## src/rtl/ram_port_ctl.sv

```systemverilog
// Data RAM port initiator: decode-stage address, write-back-stage store data/enable,
// load return aligned to write-back with store-to-load forwarding (enabled by RAM_PORT_FWD_EN).
module ram_port_ctl (
    input  logic        CLK,
    input  logic        RESET_N,
    input  logic        DC_VALID,
    input  logic [1:0]  DC_OP,
    input  logic [7:0]  DC_ADDR,
    input  logic        FLUSH,
    input  logic [15:0] WB_DATA,
    input  logic [15:0] RAM_OUT,
    output logic [7:0]  RAM_ADDR,
    output logic [15:0] RAM_IN,
    output logic        RAM_WEN,
    output logic [15:0] LOAD_DATA,
    output logic        LOAD_VALID,
    output logic        HAZARD,
    output logic [15:0] FWD_CNT
);

    localparam logic [1:0] OP_LOAD  = 2'b01;
    localparam logic [1:0] OP_STORE = 2'b10;

    // Only plain RAM words take part in forwarding; IO addresses 64/65 never do.
    function automatic logic fwd_addr_ok(input logic [7:0] addr);
        return addr < 8'd64;
    endfunction

    function automatic logic ram_read_ok(input logic [7:0] addr);
        return (addr < 8'd64) || (addr == 8'd65);
    endfunction

    logic        s1_valid_r;
    logic [1:0]  s1_op_r;
    logic [7:0]  s1_addr_r;
    logic        s1_fwd_r;
`ifdef RAM_PORT_FWD_EN
    logic [15:0] s1_data_r;
`endif
    logic        s2_store_r;
    logic [7:0]  s2_addr_r;
    logic [15:0] s2_data_r;
    logic        load_valid_r;
    logic        hazard_r;
    logic [15:0] fwd_cnt_r;

    logic        dc_enter_s;
    logic        s1_live_s;
    logic        fwd_a_s;
    logic        fwd_b_s;
    logic [15:0] s2_data_nxt_s;

    assign dc_enter_s = DC_VALID && ((DC_OP == OP_LOAD) || (DC_OP == OP_STORE));
    assign s1_live_s  = s1_valid_r && !FLUSH;
    assign fwd_a_s    = DC_VALID && (DC_OP == OP_LOAD) && s2_store_r &&
                        (DC_ADDR == s2_addr_r) && fwd_addr_ok(DC_ADDR);
    assign fwd_b_s    = s1_live_s && (s1_op_r == OP_LOAD) && s2_store_r &&
                        (s1_addr_r == s2_addr_r) && fwd_addr_ok(s1_addr_r);

    // Write-back data select: the younger in-flight store (b) beats an older forward (a).
    always_comb begin
        s2_data_nxt_s = 16'h0000;
`ifdef RAM_PORT_FWD_EN
        if (fwd_b_s) begin
            s2_data_nxt_s = WB_DATA;
        end else if (s1_fwd_r) begin
            s2_data_nxt_s = s1_data_r;
        end else if (ram_read_ok(s1_addr_r)) begin
            s2_data_nxt_s = RAM_OUT;
        end else begin
            s2_data_nxt_s = 16'h0000;
        end
`else
        if (ram_read_ok(s1_addr_r)) begin
            s2_data_nxt_s = RAM_OUT;
        end else begin
            s2_data_nxt_s = 16'h0000;
        end
`endif
    end

    // Two-entry pipeline (S1, S2) plus saturating forwarded-load counter.
    always_ff @(posedge CLK) begin
        if (!RESET_N) begin
            s1_valid_r   <= 1'b0;
            s1_op_r      <= 2'b00;
            s1_addr_r    <= 8'h00;
            s1_fwd_r     <= 1'b0;
`ifdef RAM_PORT_FWD_EN
            s1_data_r    <= 16'h0000;
`endif
            s2_store_r   <= 1'b0;
            s2_addr_r    <= 8'h00;
            s2_data_r    <= 16'h0000;
            load_valid_r <= 1'b0;
            hazard_r     <= 1'b0;
            fwd_cnt_r    <= 16'h0000;
        end else begin
            s1_valid_r   <= dc_enter_s;
            s1_op_r      <= DC_OP;
            s1_addr_r    <= DC_ADDR;
            s1_fwd_r     <= fwd_a_s;
`ifdef RAM_PORT_FWD_EN
            s1_data_r    <= fwd_a_s ? WB_DATA : 16'h0000;
`endif
            s2_store_r   <= s1_live_s && (s1_op_r == OP_STORE);
            s2_addr_r    <= s1_addr_r;
            s2_data_r    <= s2_data_nxt_s;
            load_valid_r <= s1_live_s && (s1_op_r == OP_LOAD);
            hazard_r     <= s1_live_s && (s1_op_r == OP_LOAD) && (fwd_b_s || s1_fwd_r);
            if (hazard_r && (fwd_cnt_r != 16'hFFFF)) begin
                fwd_cnt_r <= fwd_cnt_r + 16'd1;
            end
        end
    end

    assign RAM_ADDR   = DC_VALID ? DC_ADDR : 8'h00;
    assign RAM_IN     = WB_DATA;
    assign RAM_WEN    = RESET_N && s2_store_r && (s2_addr_r <= 8'd64);
    assign LOAD_DATA  = s2_data_r;
    assign LOAD_VALID = load_valid_r;
    assign HAZARD     = hazard_r;
    assign FWD_CNT    = fwd_cnt_r;

endmodule

```

## config.mk

```make
export PLATFORM = sky130hd
export DESIGN_NAME = ram_port_ctl
export DESIGN_NICKNAME = d
export VERILOG_FILES = /design/src/rtl/ram_port_ctl.sv
export SDC_FILE = /design/constraint.sdc
export NUM_CORES = 1
export LEC_CHECK = 0
export BUFFER_PORTS_ARGS = -buffer_cell sky130_fd_sc_hd__buf_2
export CAP_MARGIN = 25
export CORE_MARGIN = 8
export CORE_UTILIZATION = 38
export CTS_BUF_LIST = sky130_fd_sc_hd__clkbuf_2
export DETAILED_ROUTE_END_ITERATION = 10
export PLACE_DENSITY_LB_ADDON = 0.1
export SYNTH_ARGS = -nofsm -noshare
export SYNTH_HDL_FRONTEND = slang
export SYNTH_SLANG_ARGS = --single-unit
export TNS_END_PERCENT = 100
```

## constraint.sdc

```tcl
create_clock -name CLK -period 1.7 [get_ports CLK]
set_clock_uncertainty 0.1 [all_clocks]
set_input_delay 0.17 -clock CLK [delete_from_list [all_inputs] [get_ports CLK]]
set_output_delay 0.17 -clock CLK [all_outputs]
set_load 0.005 [all_outputs]
```

Yosys cells after proc, flatten, opt, wreduce, memory -nomap -nowiden
Index checks and enable logic that the tools add are counted.
{ "totals": {"reg_bits": 55, "output_inout_bits": 59, "input_bits": 46, "elab_cells": 43} }
{ "classes": {"order_cmp": 3, "muxes": 1, "reduce_logical": 20, "n_eq_ne": 8, "add_sub_neg": 1} }
{ "op_table": {"columns": ["cell", "count"], "rows": [
  ["adder 16 x 1 -> 16 bit (second input constant)", 1],
  ["equality test 8 bit", 2],
  ["less-than comparator 8 x 7 -> 1 bit (second input constant)", 2],
  ["!= test 16 bit (second input constant)", 1],
  ["logical AND 1 bit", 15],
  ["equality test 8 x 7 -> 1 bit (second input constant)", 1],
  ["less-or-equal comparator 8 x 7 -> 1 bit (second input constant)", 1],
  ["2-to-1 mux 8 bit", 1],
  ["equality test 2 x 1 -> 1 bit (second input constant)", 2],
  ["equality test 2 bit (second input constant)", 2],
  ["logical OR 1 bit", 3],
  ["AND reduction 2 bit", 1],
  ["logical NOT 1 bit", 1]
]} }

Longest topological paths before layout
Gate-level depths: netlist of the first run.
{ "depth": {"depth_word": 8, "ltp_mapped": 6, "mapped_depth_nobuf": 5} }

Least setup slack after synthesis of the first run
Ideal clock, no wire load.
{ "synth_path": {"kind": "reg2reg", "start": "reg fwd_cnt_r[0] (netlist: FWD_CNT[0])", "end": "reg fwd_cnt_r[1] (netlist: FWD_CNT[1])", "stages_incl_launch_ff": 7, "arrival_ps": 1599, "period_less_slack_ps": 1826, "setup_ps": 128, "required_time_ps": 1472, "n_path_buf": 1, "setup_slack_ps": -126, "path_cell_list": "dfxtp_1 > ha_1 > nand3_2 > o41ai_4 > buf_6 > mux2i_1 > nor2_1"} }
{ "synth_between": {"elab_chain_cells": 2, "word_cells_on_any_way": 3, "classes_between": "add/sub (1); eq/ne (1); reduce/logical (1)"} }
{ "synth_rtl": {"columns": ["item", "line", "text"], "rows": [
  ["start: declaration", "45", "logic [15:0] fwd_cnt_r;"],
  ["start signal: assignment", "112", "fwd_cnt_r <= fwd_cnt_r + 16'd1;"],
  ["parallel branches: the longest is 2 deep, another holds adder 16 x 1 -> 16 bit", null, null]
]} }
Several ways; the timed one is not identified.
A chain may end at the register's enable or synchronous reset.

Worst setup path in the final report of the first run
{ "layout_path": {"start": "reg s2_addr_r[5]", "end": "out RAM_WEN"} }
{ "layout_between": {"elab_chain_cells": 2} }
{ "layout_rtl": {"columns": ["item", "line", "text"], "rows": [
  ["start: declaration", "41", "logic [7:0] s2_addr_r;"],
  ["start signal: assignment", "107", "s2_addr_r <= s1_addr_r;"],
  ["less-or-equal comparator 8 x 7 -> 1 bit", "119", "assign RAM_WEN = RESET_N && s2_store_r && (s2_addr_r <= 8'd64);"],
  ["logical AND 1 bit", "119", null],
  ["end: declaration", "14", "output logic RAM_WEN,"]
]} }
Every way passes these cells.

==> impl.org, run 1 <==
** Timing
- For the pin with the worst max-slew slack, the measured transition is 402 ps.
- The max-slew violation count came to 0.
- Setup Viol. Count Final :: 1
- Final hold slack :: 81.7 ps
- Upper clock frequency limit :: 582 MHz
- Of the available clock period, the critical path in the final layout requires 101%.
- Final hold viol count :: 0
- Setup slack on the critical path of the routed design comes to -18.6 ps.
- Sum Neg Setup Slack :: -18.6 ps
- Fin crit period :: 1720 ps
- Measured against its own limit, the worst slew margin works out to 73.1%.
- Setup repair after global routing missed its margin :: true

** Floorplan
- In this run the count of I/O pins placed on the die edge is 105.
- In this run the core area contains 28 standard-cell rows.
- Initial Util :: 38.7%
- The core region is 0.00585 mm2.
- The die covers 0.00868 mm2.
- Chip Width :: 93.2 um
- Die Y-Extent :: 93.2 um

** Setup path
- Sort of element at the start of the critical path :: flop
- Startpoint-to-endpoint class of the critical path :: flop to output port
- Worst Setup End Kind :: output port
- Register-to-register setup slack :: 40 ps
- WP data arrival :: 1450 ps
- Measured in cells, the most critical reg-to-reg path has a length of 5.
- FF-to-FF Start :: FWD_CNT[1]$_SDFFE_PN0P_
- In this run the worst path has a maximum fanout of 2.
- STA puts the critical path data required time at 1430 ps.
- Worst reg2reg path endpoint :: FWD_CNT[9]$_SDFFE_PN0P_

** Logic synthesis
- After Yosys synthesis, and, or, nand and nor cells account for 27.8% of the synthesized area.
- Most common flop cell mapped by yosys :: dfxtp_1
- Cell count after synthesis :: 231
- After Yosys synthesis, XOR and XNOR cells account for 5.42% of the synthesized area.
- Synthesis inferred 55 register bits.
- Counting every net in the synthesized netlist gives 279.
- In this run, distinct cell masters in the synthesized netlist total 33.
- After synthesis, the mean cell area works out to 9.80 um2.
- In the synthesized netlist the async set-or-reset flop fraction comes to 0%.
- Cell Area, Synth :: 0.00226 mm2
- Yosys mapped a number of flops with a built-in enable equal to 0.
- Share of synthesized area occupied by flip-flops and latches :: 48.6%
- Compound-cell area share of the yosys netlist :: 8.29%
- Synthesis Warnings :: 0
- Largest family of logic cells by synthesized area :: simple AND/OR/NAND/NOR gates
- Mux contribution to synthesized area :: 1.33%
- Adder-Cell Fraction of Synth Area :: 1.11%

** Global route
- The number of antenna violations at the first check in global routing was 0.
- GRT overflow :: 0
- Maximum number of pins on one net before global-route repair :: 19
- First-pass GRT wire length :: 9140 um
- The number of global-route vias before repair is 1972.
- Global routing consumed, over all layers together, 13.0% of the routing resources.

** Route
- After detailed routing, the number of vias per cell comes to 4.67.
- After detailed routing, the number of remaining DRC violations is 0.
- Number of DRC violations after detailed-routing iteration 0 :: 102
- Before antenna repair, the detailed router went through 4 iterations.
- DRT antenna net count :: 0
- Via count :: 1940
- Final wirelength :: 5570 um
- After detailed routing, the average wire length per cell comes to 13.4 um.

** Min path
- The worst hold path begins at RESET_N.
- Worst hold path class :: input pin to flop
- The worst hold path passes through 3 cells.
- Worst Hold Path EP :: FWD_CNT[8]$_SDFFE_PN0P_

** Clock network
- At the later pin of the worst-skew pair, clock insertion delay measures 420 ps.
- Sinks on the clock net :: 55
- Number of buffers inserted during clock tree synthesis :: 5
- The clock passes through at most 2 buffers.
- TritonCTS clock tree :: built
- The root buffer cell chosen for the clock tree is clkbuf_2.
- The clock tree synthesis step divided the H-tree into 2 levels.
- Clock-pin slew was measured on the worst setup and hold paths at 260 ps.

** Flow run
- Reported max-cap violation count :: 0

** Finish
- Relative to the synthesized area, the layout overhead comes to 40.2%.
- Fill cell count :: 525
- The repair_antennas step left the layout with diodes totalling 0.
- Non-filler cells in the finished layout :: 415
- Cells fill 54.3% of the core in the end.
- Fraction of final layout cells sized beyond drive strength 1 :: 36.2%
- Number of nets in the finished design :: 387

** Place
- Routability cong. :: 0.760
- Once detailed placement completed, the half-perimeter wirelength came to 3920 um.
- The number of placed instances, taps included, is 372.
- Buffers on Ports :: 72

** Power and ir drop
- Leakage power of the design :: 1.34 nW
- Across the VDD grid, the largest voltage drop is 0.000404 V.
- For this design the ratio of total power to cell area is 653 mW/mm2.

** Run status
- Violations in the final reports :: negative setup slack
- Status :: finished with violations
[stage by stage]
step / setup slack (ps) / cell area (um2) / total power, mW
after global routing: -160 / 3170 / 2.19
after floorplan: -3.12 / 2270 / 1.49
final: -18.6 / 3170 / 2.07
after detailed placement: -58.7 / 2700 / 1.56
after global placement: -4.85 / 2700 / 1.55
after CTS: -57.2 / 3110 / 2.11
[worst max path at each step]
stage                                 start                       end  slack [ps]  cells after the start
finish              s2_addr_r[5]$_SDFF_PN0_                   RAM_WEN         -20                      4
global route        s2_addr_r[5]$_SDFF_PN0_                   RAM_WEN        -160                      4
CTS                 s2_addr_r[5]$_SDFF_PN0_                   RAM_WEN         -60                      4
detailed placement  FWD_CNT[0]$_SDFFE_PN0P_   FWD_CNT[9]$_SDFFE_PN0P_         -60                      5
global placement    FWD_CNT[0]$_SDFFE_PN0P_  FWD_CNT[13]$_SDFFE_PN0P_          -5                      5
floorplan           FWD_CNT[8]$_SDFFE_PN0P_   FWD_CNT[1]$_SDFFE_PN0P_          -3                      5
[metal layers]
layer / routed length [um] / part of all wire [%] / up-vias / GRT usage (%)
met5: 0 / 0 / - / 0
met4: 62 / 1.1 / 0 / 4.03
met3: 389 / 7.0 / 5 / 4.97
met2: 2880 / 52 / 55 / 22.5
met1: 2240 / 40 / 883 / 14.4
li1: - / - / 997 / -
[cell type report]
class                      count  area [um2]  area share, %
clock buffer                   6        30.0          0.946
clock inverter                 2        7.51          0.237
inverter                       6        22.5          0.710
multi-input combinational    149        1060           33.3
sequential                    55        1130           35.7
tap                           75        93.8           2.96
timing repair buffer         122         828           26.1
[registers in the layout, summed over array words and instances, names as in the netlist, 2 cells and up]
signal	count
s2_addr_r	8
FWD_CNT	16
LOAD_DATA	16
s1_op_r	2
s1_addr_r	8
[synth_stat cells, drive strengths merged (6+ instances only)]
| cell | count | area [um2] |
|---|---|---|
| dfxtp | 55 | 1100 |
| and2 | 41 | 257 |
| buf | 17 | 131 |
| a21oi | 11 | 55.1 |
| xnor2 | 9 | 78.8 |
| nand3 | 8 | 50.1 |
| nand2 | 7 | 26.3 |
| nand4 | 7 | 43.8 |
| nor2 | 7 | 26.3 |
| inv | 6 | 22.5 |
[power breakdown]
part / switching [mW] / total (mW) / internal (mW)
combinational: 0.0881 / 0.238 / 0.150
sequential: 0.0244 / 1.35 / 1.33
clock: 0.386 / 0.485 / 0.0991
total: 0.499 / 2.07 / 1.57
[placed cells by master, fill, tap and decap left out, drive strengths merged, types with 6 or more instances in the layout]
cell          n
a21oi        11
and2         41
buf          90
clkbuf        6
dfxtp        55
dlygate4sd3  32
inv           6
nand2         7
nand3         8
nand4         7
nor2          7
xnor2         9
[cells by family (layout without fill, tap and decap cells)]
logic type,count (synthesis),in the layout
XOR/XNOR,14,14
buffers and inverters,27,136
multiplexers,3,3
AND/OR/NAND/NOR,103,103
flip-flops,55,55
adder cells (fa/ha/maj),2,2
AO/OA/AOI/OAI,27,27
[timing repair]
| item | 4_1_cts | 5_1_grt |
|---|---|---|
| pin swaps | 3 | 5 |
| setup endpoints to repair | 5 | 14 |
| hold buffers | 32 | 0 |
| endpoints found under the hold margin | 32 | 0 |
| gates cloned | 0 | 0 |
| setup buffers | 2 | 1 |
| gates resized for setup | 10 | 18 |
[critical path: stages (launching register included)]
cell and delay (ps):
dfxtp_4 410, nor4_4 270, nand2_1 90, a21oi_2 130, buf_2 130
Note: power is estimated with default switching activity, not from simulation.
==> run 2, diff against run 1 <==
--- a/config.mk
+++ b/config.mk
@@ -5,8 +5,7 @@
 export SDC_FILE = /design/constraint.sdc
 export NUM_CORES = 1
 export LEC_CHECK = 0
-export BUFFER_PORTS_ARGS = -buffer_cell sky130_fd_sc_hd__buf_2
-export CAP_MARGIN = 25
+export BUFFER_PORTS_ARGS = -buffer_cell sky130_fd_sc_hd__buf_4
 export CORE_MARGIN = 8
 export CORE_UTILIZATION = 38
 export CTS_BUF_LIST = sky130_fd_sc_hd__clkbuf_2
==> run 2 against run 1 <==
Compared with the run above:
- highest routed layer unchanged
- flip-flop and latch count is the same
- largest power group unchanged
- fmax grew 2.0%
- clock power up 6.4%
- largest cell class unchanged
- worst setup slack improved by 33 ps
- hold slack gained 160 ps
- critical path type unchanged
- the flow now finishes without violations
==> impl.org, run 2 (synthesized netlist as in run 1, its figures left out) <==
** Min path
- The path class of the tightest hold or removal check is input pin to output port.

** Global route
- First-pass GRT wire length :: 9170 um
- For this run, the total global-route usage over all layers was measured as 12.9%.
- Initial antenna violation count :: 0
- Vias in the first global route :: 2012
- GRT overflow :: 0
- Maximum number of pins on one net before global-route repair :: 26

** Place
- Counting tap cells, the placed design contains a total of 370 instances.
- Worst Setup Slack post-DPL :: -53.6 ps
- Area post-placement :: 0.00287 mm2
- Detailed placement ended at an HPWL of 3960 um.
- Routability cong. :: 0.746
- Port buffering added 72 buffers.

** Setup path
- STA puts the critical path data arrival time at 1420 ps.
- STA classifies the critical path endpoint as an output port.
- Peak per-stage delay on the critical path :: 390 ps
- Peak fanout along the critical path :: 2
- Data required, critical path :: 1430 ps
- Traced cell by cell, the critical path runs through nor4_2 -> nand2_1 -> a21oi_2 -> buf_4.
- Startpoint-to-endpoint class of the critical path :: flop to output port
- Highest-delay cell along the critical path :: dfxtp_2
- The worst setup path is launched from a flop.

** Floorplan
- The die covers 0.00868 mm2.
- Core Area :: 0.00585 mm2
- Cell row count :: 28
- From left edge to right edge, the die measures 93.2 um.
- Die Y-Extent :: 93.2 um
- Ports :: 105
- Initial Util :: 38.7%

** Finish
- At the end of the flow, the number of nets in the layout was 395.
- Counting the fill cells in the layout gives 534.
- Leaving out fill and tap cells, the most frequent cell in the layout is buf_4.
- Cells fill 58.7% of the core in the end.
- Summing all multi-input logic gate instances after layout gives 0.00106 mm2.
- Seq. cell area :: 0.00113 mm2
- Post-route cell area :: 0.00344 mm2
- Most used cells in the layout excluding fill and tap cells :: 90 x buf_4, 41 x dfxtp_1, 41 x and2_1
- Diode insertion count for antenna repair :: 0
- Non-filler cells in the finished layout :: 423
- In the final layout, the share of cells above drive strength 1 is 36.2%.
- Post-synthesis to final-layout area growth :: 51.8%

** Run status
- The flow ran to the end, and the final reports show no timing, DRC or antenna violations.

** Power and ir drop
- Part of the total power dissipated in the clock network :: 23.9%
- Net switching is 24.8% of the power.
- The share of total power dissipated in combinational logic is 13.2%.
- For this design the static power due to leakage is 1.41 nW.
- Maximum resistive drop on vdd :: 0.000397 V
- Power spread over the standard cell area amounts to 627 mW/mm2.
- Portion of total power attributed to sequential cells :: 62.9%
- Switching power summed over all nets :: 0.535 mW
- Cell internal power was estimated by the tool at 1.62 mW.

** Route
- Number of detailed-routing iterations run before antenna repair :: 4
- Number of DRC violations after detailed-routing iteration 0 :: 43
- For this run, design rule violations remaining after detail routing come to 0.
- Across all layers, the routed design uses 2045 vias.
- Post-DR vias/cell :: 4.83
- For this block, the routed nets add up to 5830 um of wire.
- Average wire per standard cell :: 13.8 um
- In this run the remaining antenna-violating nets after routing total 0.

** Timing
- Upper clock frequency limit :: 593 MHz
- Smallest setup slack after layout :: 14.6 ps
- The max-slew violation count is 0.
- Slew headroom :: 73.3%
- Fin crit share :: 99.1%
- Final hold viol count :: 0
- Setup repair after global routing missed its margin :: true
- Fin crit period :: 1690 ps
- Setup Viol. Count Final :: 0
- For the pin with the worst max-slew slack, the measured transition is 398 ps.

** Clock network
- TritonCTS built the clock tree.
- For this design, the sink count on the clock tree is 55.
- The clock tree synthesis step divided the H-tree into 2 levels.
- Clock latency on the worst-skew pair :: 440 ps
- Clock Pin Slew Worst Setup and Hold Paths :: 260 ps
- The number of clock buffers added by TritonCTS is 5.
- The tree is rooted in a clkbuf_2.
- Maximum count of clock buffers along a single path :: 2

** Flow run
- Reported max-cap violation count :: 0
[run 2: what timing repair did]
action | 4_1_cts | 5_1_grt
gates cloned | 0 | 0
endpoints found under the hold margin | 42 | 0
pin swaps | 3 | 2
hold buffers | 39 | 0
buffers inserted | 2 | 4
resized for setup | 9 | 18
endpoints found under the setup margin | 5 | 14
[run 2: final cells by class]
| cell class | count | share of cell area (%) |
|---|---|---|
| multi-input combinational | 149 | 30.9 |
| sequential | 55 | 32.8 |
| clock inverter | 3 | 0.583 |
| clock buffer | 5 | 0.728 |
| inverter | 6 | 0.655 |
| timing repair buffer | 130 | 31.6 |
| tap | 75 | 2.73 |
[run 2: layer usage]
| layer | GRT usage, % | part of all wire, % |
|---|---|---|
| met1 | 14.5 | 42 |
| met2 | 22.1 | 51 |
| met3 | 5.13 | 6.2 |
| met4 | 3.62 | 1.2 |
| met5 | 0 | 0 |
[run 2: power by group through the flow]
stage,combinational (mW),sequential [mW],clock (mW)
6_report,0.284,1.36,0.516
5_1_grt,0.311,1.36,0.595
4_1_cts,0.285,1.36,0.543
3_5_place_dp,0.209,1.38,0
3_3_place_gp,0.207,1.38,0
2_1_floorplan,0.113,1.38,0
[run 2: through the flow]
step / hold slack [ps] / TNS [ps] / power, mW
5_1_grt: 240 / -142 / 2.27
3_3_place_gp: 240 / -35.9 / 1.59
3_5_place_dp: 240 / -170 / 1.59
6_report: 240 / 0 / 2.16
4_1_cts: 240 / -44.9 / 2.19
2_1_floorplan: 192 / -3.12 / 1.49
[run 2: critical path: cells and delay by family (launching register included)]
family	cells	cell delay [ps]
AOI/OAI and AO/OA	1	130
buffers and inverters	1	120
DFF	1	390
and+or+nand+nor	2	350
[run 2: worst paths after layout]
| path | start | to | slack (ps) | cells after the start |
|---|---|---|---|---|
| worst min register to register | s1_op_r[0]$_SDFF_PN0_ | s2_store_r$_SDFF_PN0_ | 310 | 1 |
| worst max register to register | FWD_CNT[12]$_SDFFE_PN0P_ | FWD_CNT[1]$_SDFFE_PN0P_ | 40 | 5 |
| worst min-delay path | WB_DATA[12] | RAM_IN[12] | 240 | 0 |
| worst max-delay path | s2_addr_r[5]$_SDFF_PN0_ | RAM_WEN | 10 | 4 |
==> run 3, diff against run 2 <==
==> constraint.sdc (replaced) <==
create_clock -name CLK -period 1.9 [get_ports CLK]
set_clock_uncertainty 0.1 [all_clocks]
set_input_delay 0.19 -clock CLK [delete_from_list [all_inputs] [get_ports CLK]]
set_output_delay 0.19 -clock CLK [all_outputs]
set_load 0.005 [all_outputs]
==> run 3 against run 2 <==
Compared with the run above:
- critical path depth up 2
- cell area down 7.1%
- global-route usage down 0.25 points
- non-clock buffer count decreased by 19
- register-to-register slack improved by 100 ps
- final cell count is 4.5% lower
- critical path type is now flop to flop
- critical endpoint is now FWD_CNT[1]$_SDFFE_PN0P_
- largest cell class unchanged
- highest routed layer unchanged
==> impl.org, run 3 (synthesized netlist as in run 1, its figures left out) <==
** Clock network
- Number of buffers inserted during clock tree synthesis :: 5
- CTS saw 55 sinks.
- After clock tree synthesis, the clock-pin slew on the worst setup and hold paths is 260 ps.
- Clock latency on the worst-skew pair :: 420 ps
- The longest clock path from root to sink contains 2 buffers.
- TritonCTS built the clock tree.
- CTS placed an instance of clkbuf_2 at the clock tree root.
- The clock tree synthesis step divided the H-tree into 2 levels.

** Min path
- The worst hold path terminates at RAM_IN[0].
- In this run the worst hold path is classified as input pin to output port.
- The worst hold path passes through 0 cells.
- Launch point of the worst hold path :: WB_DATA[0]

** Finish
- Registers take 0.00111 mm2.
- Fraction of final layout cells sized beyond drive strength 1 :: 29.8%
- Leaving out fill and tap cells, the most frequent cell in the layout is buf_4.
- Relative to the synthesized area, the layout overhead comes to 41.0%.
- Fill cell count :: 527
- Most used cells in the layout excluding fill and tap cells :: 82 x buf_4, 51 x dfxtp_1, 41 x and2_1
- Diode insertion count for antenna repair :: 0
- For this run, the share of the core covered by cells in the final layout is 54.6%.
- For this run, the post-layout net count is 376.
- Summing all multi-input logic gate instances after layout gives 1000 um2.

** Route
- Post-DR vias/cell :: 4.77
- For this run, the detailed router's first-pass iteration total came to 4.
- Via count :: 1928
- Final wirelength :: 5390 um
- DRT antenna net count :: 0
- Number of DRC violations after detailed-routing iteration 0 :: 28
- Average wire per standard cell :: 13.3 um
- After detailed routing, the number of remaining DRC violations is 0.

** Global route
- The layer flagged by global routing as most heavily used is met2.
- GRT overflow :: 0
- Overall Global Routing Usage :: 12.7%
- Global routing used 23.1% of the available met2 tracks.
- The number of antenna violations at the first check in global routing was 0.
- For met3 alone, demand over resource in global routing was 5.53%.
- Met1 track utilization from global routing :: 12.7%
- Vias in the first global route :: 2025
- The first global-routing pass estimated 9000 um of wire.
- Entering global routing, the biggest net connects 26 pins.

** Run status
- Status :: completed

** Flow run
- Max-cap violations in this run came to 0.

** Floorplan
- The die covers 0.00868 mm2.
- The floorplan has 28 rows.
- Core Area :: 0.00585 mm2
- Chip Width :: 93.2 um
- Die Y-Extent :: 93.2 um
- The initial utilization of the core area, before any placement, comes to 38.7%.
- During I/O placement, the number of pins put on the boundary was 105.

** Timing
- Setup Viol. Count Final :: 0
- Headroom to the max-slew limit came out at 74.0%.
- The worst path in the final design needs a cycle of 1760 ps, including I/O delays and setup.
- The max-slew violation count is 0.
- The number of hold-slack violations in the final timing report came to 0.
- For the pin with the worst max-slew slack, the measured transition is 387 ps.
- Setup repair after global routing could not meet its margin everywhere.
- Final hold slack :: 280 ps
- In the finished design, the share of the clock period the worst path needs comes to 92.4%.
- Upper clock frequency limit :: 569 MHz

** Setup path
- Sort of element at the start of the critical path :: flop
- The worst register-to-register path has a setup slack of 140 ps.
- Data required, critical path :: 2160 ps
- The most critical setup path has its startpoint at FWD_CNT[0]$_SDFFE_PN0P_.
- The worst setup path is of the flop to flop kind.
- The startpoint identified for the worst register-to-register timing path is FWD_CNT[0]$_SDFFE_PN0P_.
- In this run the critical register-to-register path is captured at FWD_CNT[1]$_SDFFE_PN0P_.
- Cell depth of the worst flop-to-flop path :: 6
- Worst Setup End Kind :: flop
- Data on the critical path arrives at its endpoint at 2010 ps.
- In this run the worst path has a maximum fanout of 10.

** Power and ir drop
- In this run the power spent charging and discharging nets is 0.450 mW.
- Switching share of total power :: 22.3%
- Part of the total power dissipated in the clock network :: 28.1%
- For this design the static power due to leakage is 1.32 nW.
- Maximum resistive drop on vdd :: 0.000310 V
- Cell internal power was estimated by the tool at 1.57 mW.
- Portion of total power attributed to sequential cells :: 60.3%
- Cell area power density :: 631 mW/mm2
- Per report_power, the combinational group accounts for 11.6% of the total.

** Place
- Buffers on Ports :: 72
- HPWL after detailed placement :: 4000 um
- At the end of routability-driven placement, the weighted congestion stood at 0.743.
==> run 3: changes by cell type in the layout (fill, tap and decap cells not counted), moves of 2 or more <==
cell and change:
a21oi_2 -3, buf_4 -8, dlygate4sd3_1 -10, dfxtp_4 -3, dfxtp_2 -7, dfxtp_1 +10, a21oi_1 +3, nand3_4 -2
==> run 3: power by group through the flow <==
| stage | logic, mW | registers (mW) | clock network [mW] |
|---|---|---|---|
| after global routing | 0.258 | 1.22 | 0.639 |
| final | 0.234 | 1.22 | 0.566 |
| after floorplan | 0.101 | 1.24 | 0 |
| after global placement | 0.187 | 1.24 | 0 |
| after detailed placement | 0.189 | 1.24 | 0 |
| after CTS | 0.237 | 1.22 | 0.593 |
==> run 3: per-stage QoR <==
step	instances	worst slack (ps)	power [mW]	cell area [um2]	TNS [ps]
3_5_place_dp	367	159	1.43	2830	0
3_3_place_gp	367	190	1.42	2830	0
4_1_cts	404	42.0	2.05	3180	0
6_report	404	144	2.02	3190	0
5_1_grt	404	-3.63	2.12	3190	-3.63
2_1_floorplan	231	73.7	1.34	2260	0
==> run 3: worst max-delay path, stage by stage (launching register included) <==
cell and delay (ps):
dfxtp_1 400, ha_1 200, nand3_2 160, o41ai_4 390
buf_4 220, mux2i_1 190, nor2_1 50
==> run 3: worst max path at each step <==
stage / cells after the start / end
global placement: 6 / FWD_CNT[1]$_SDFFE_PN0P_
floorplan: 6 / FWD_CNT[1]$_SDFFE_PN0P_
detailed placement: 6 / FWD_CNT[1]$_SDFFE_PN0P_
finish: 6 / FWD_CNT[1]$_SDFFE_PN0P_
global route: 4 / RAM_WEN
CTS: 4 / RAM_WEN
==> run 3: timing repair <==
| item | in CTS | in global routing |
|---|---|---|
| endpoints found under the setup margin | 0 | 3 |
| hold buffers | 29 | 0 |
| hold endpoints to repair | 36 | 0 |
| buffers inserted | 0 | 0 |
| resized for setup | 0 | 5 |
==> run 3: final cells by class <==
| class | instances | area share, % |
|---|---|---|
| multi-input cells | 149 | 31.3 |
| inverters | 6 | 0.706 |
| clock buffers | 5 | 0.784 |
| clock inverters | 3 | 1.22 |
| flip-flops and latches | 55 | 34.7 |
| repair buffers | 111 | 28.4 |
| well taps | 75 | 2.94 |
==> run 3: per-layer routing <==
metal  part of all wire, %  vias to the layer above  wire length, um
met5                     0                        -                0
met4                   1.1                        0               59
met3                   8.2                        6              442
met2                    52                       48             2790
met1                    39                      897             2100
li1                      -                      977                -
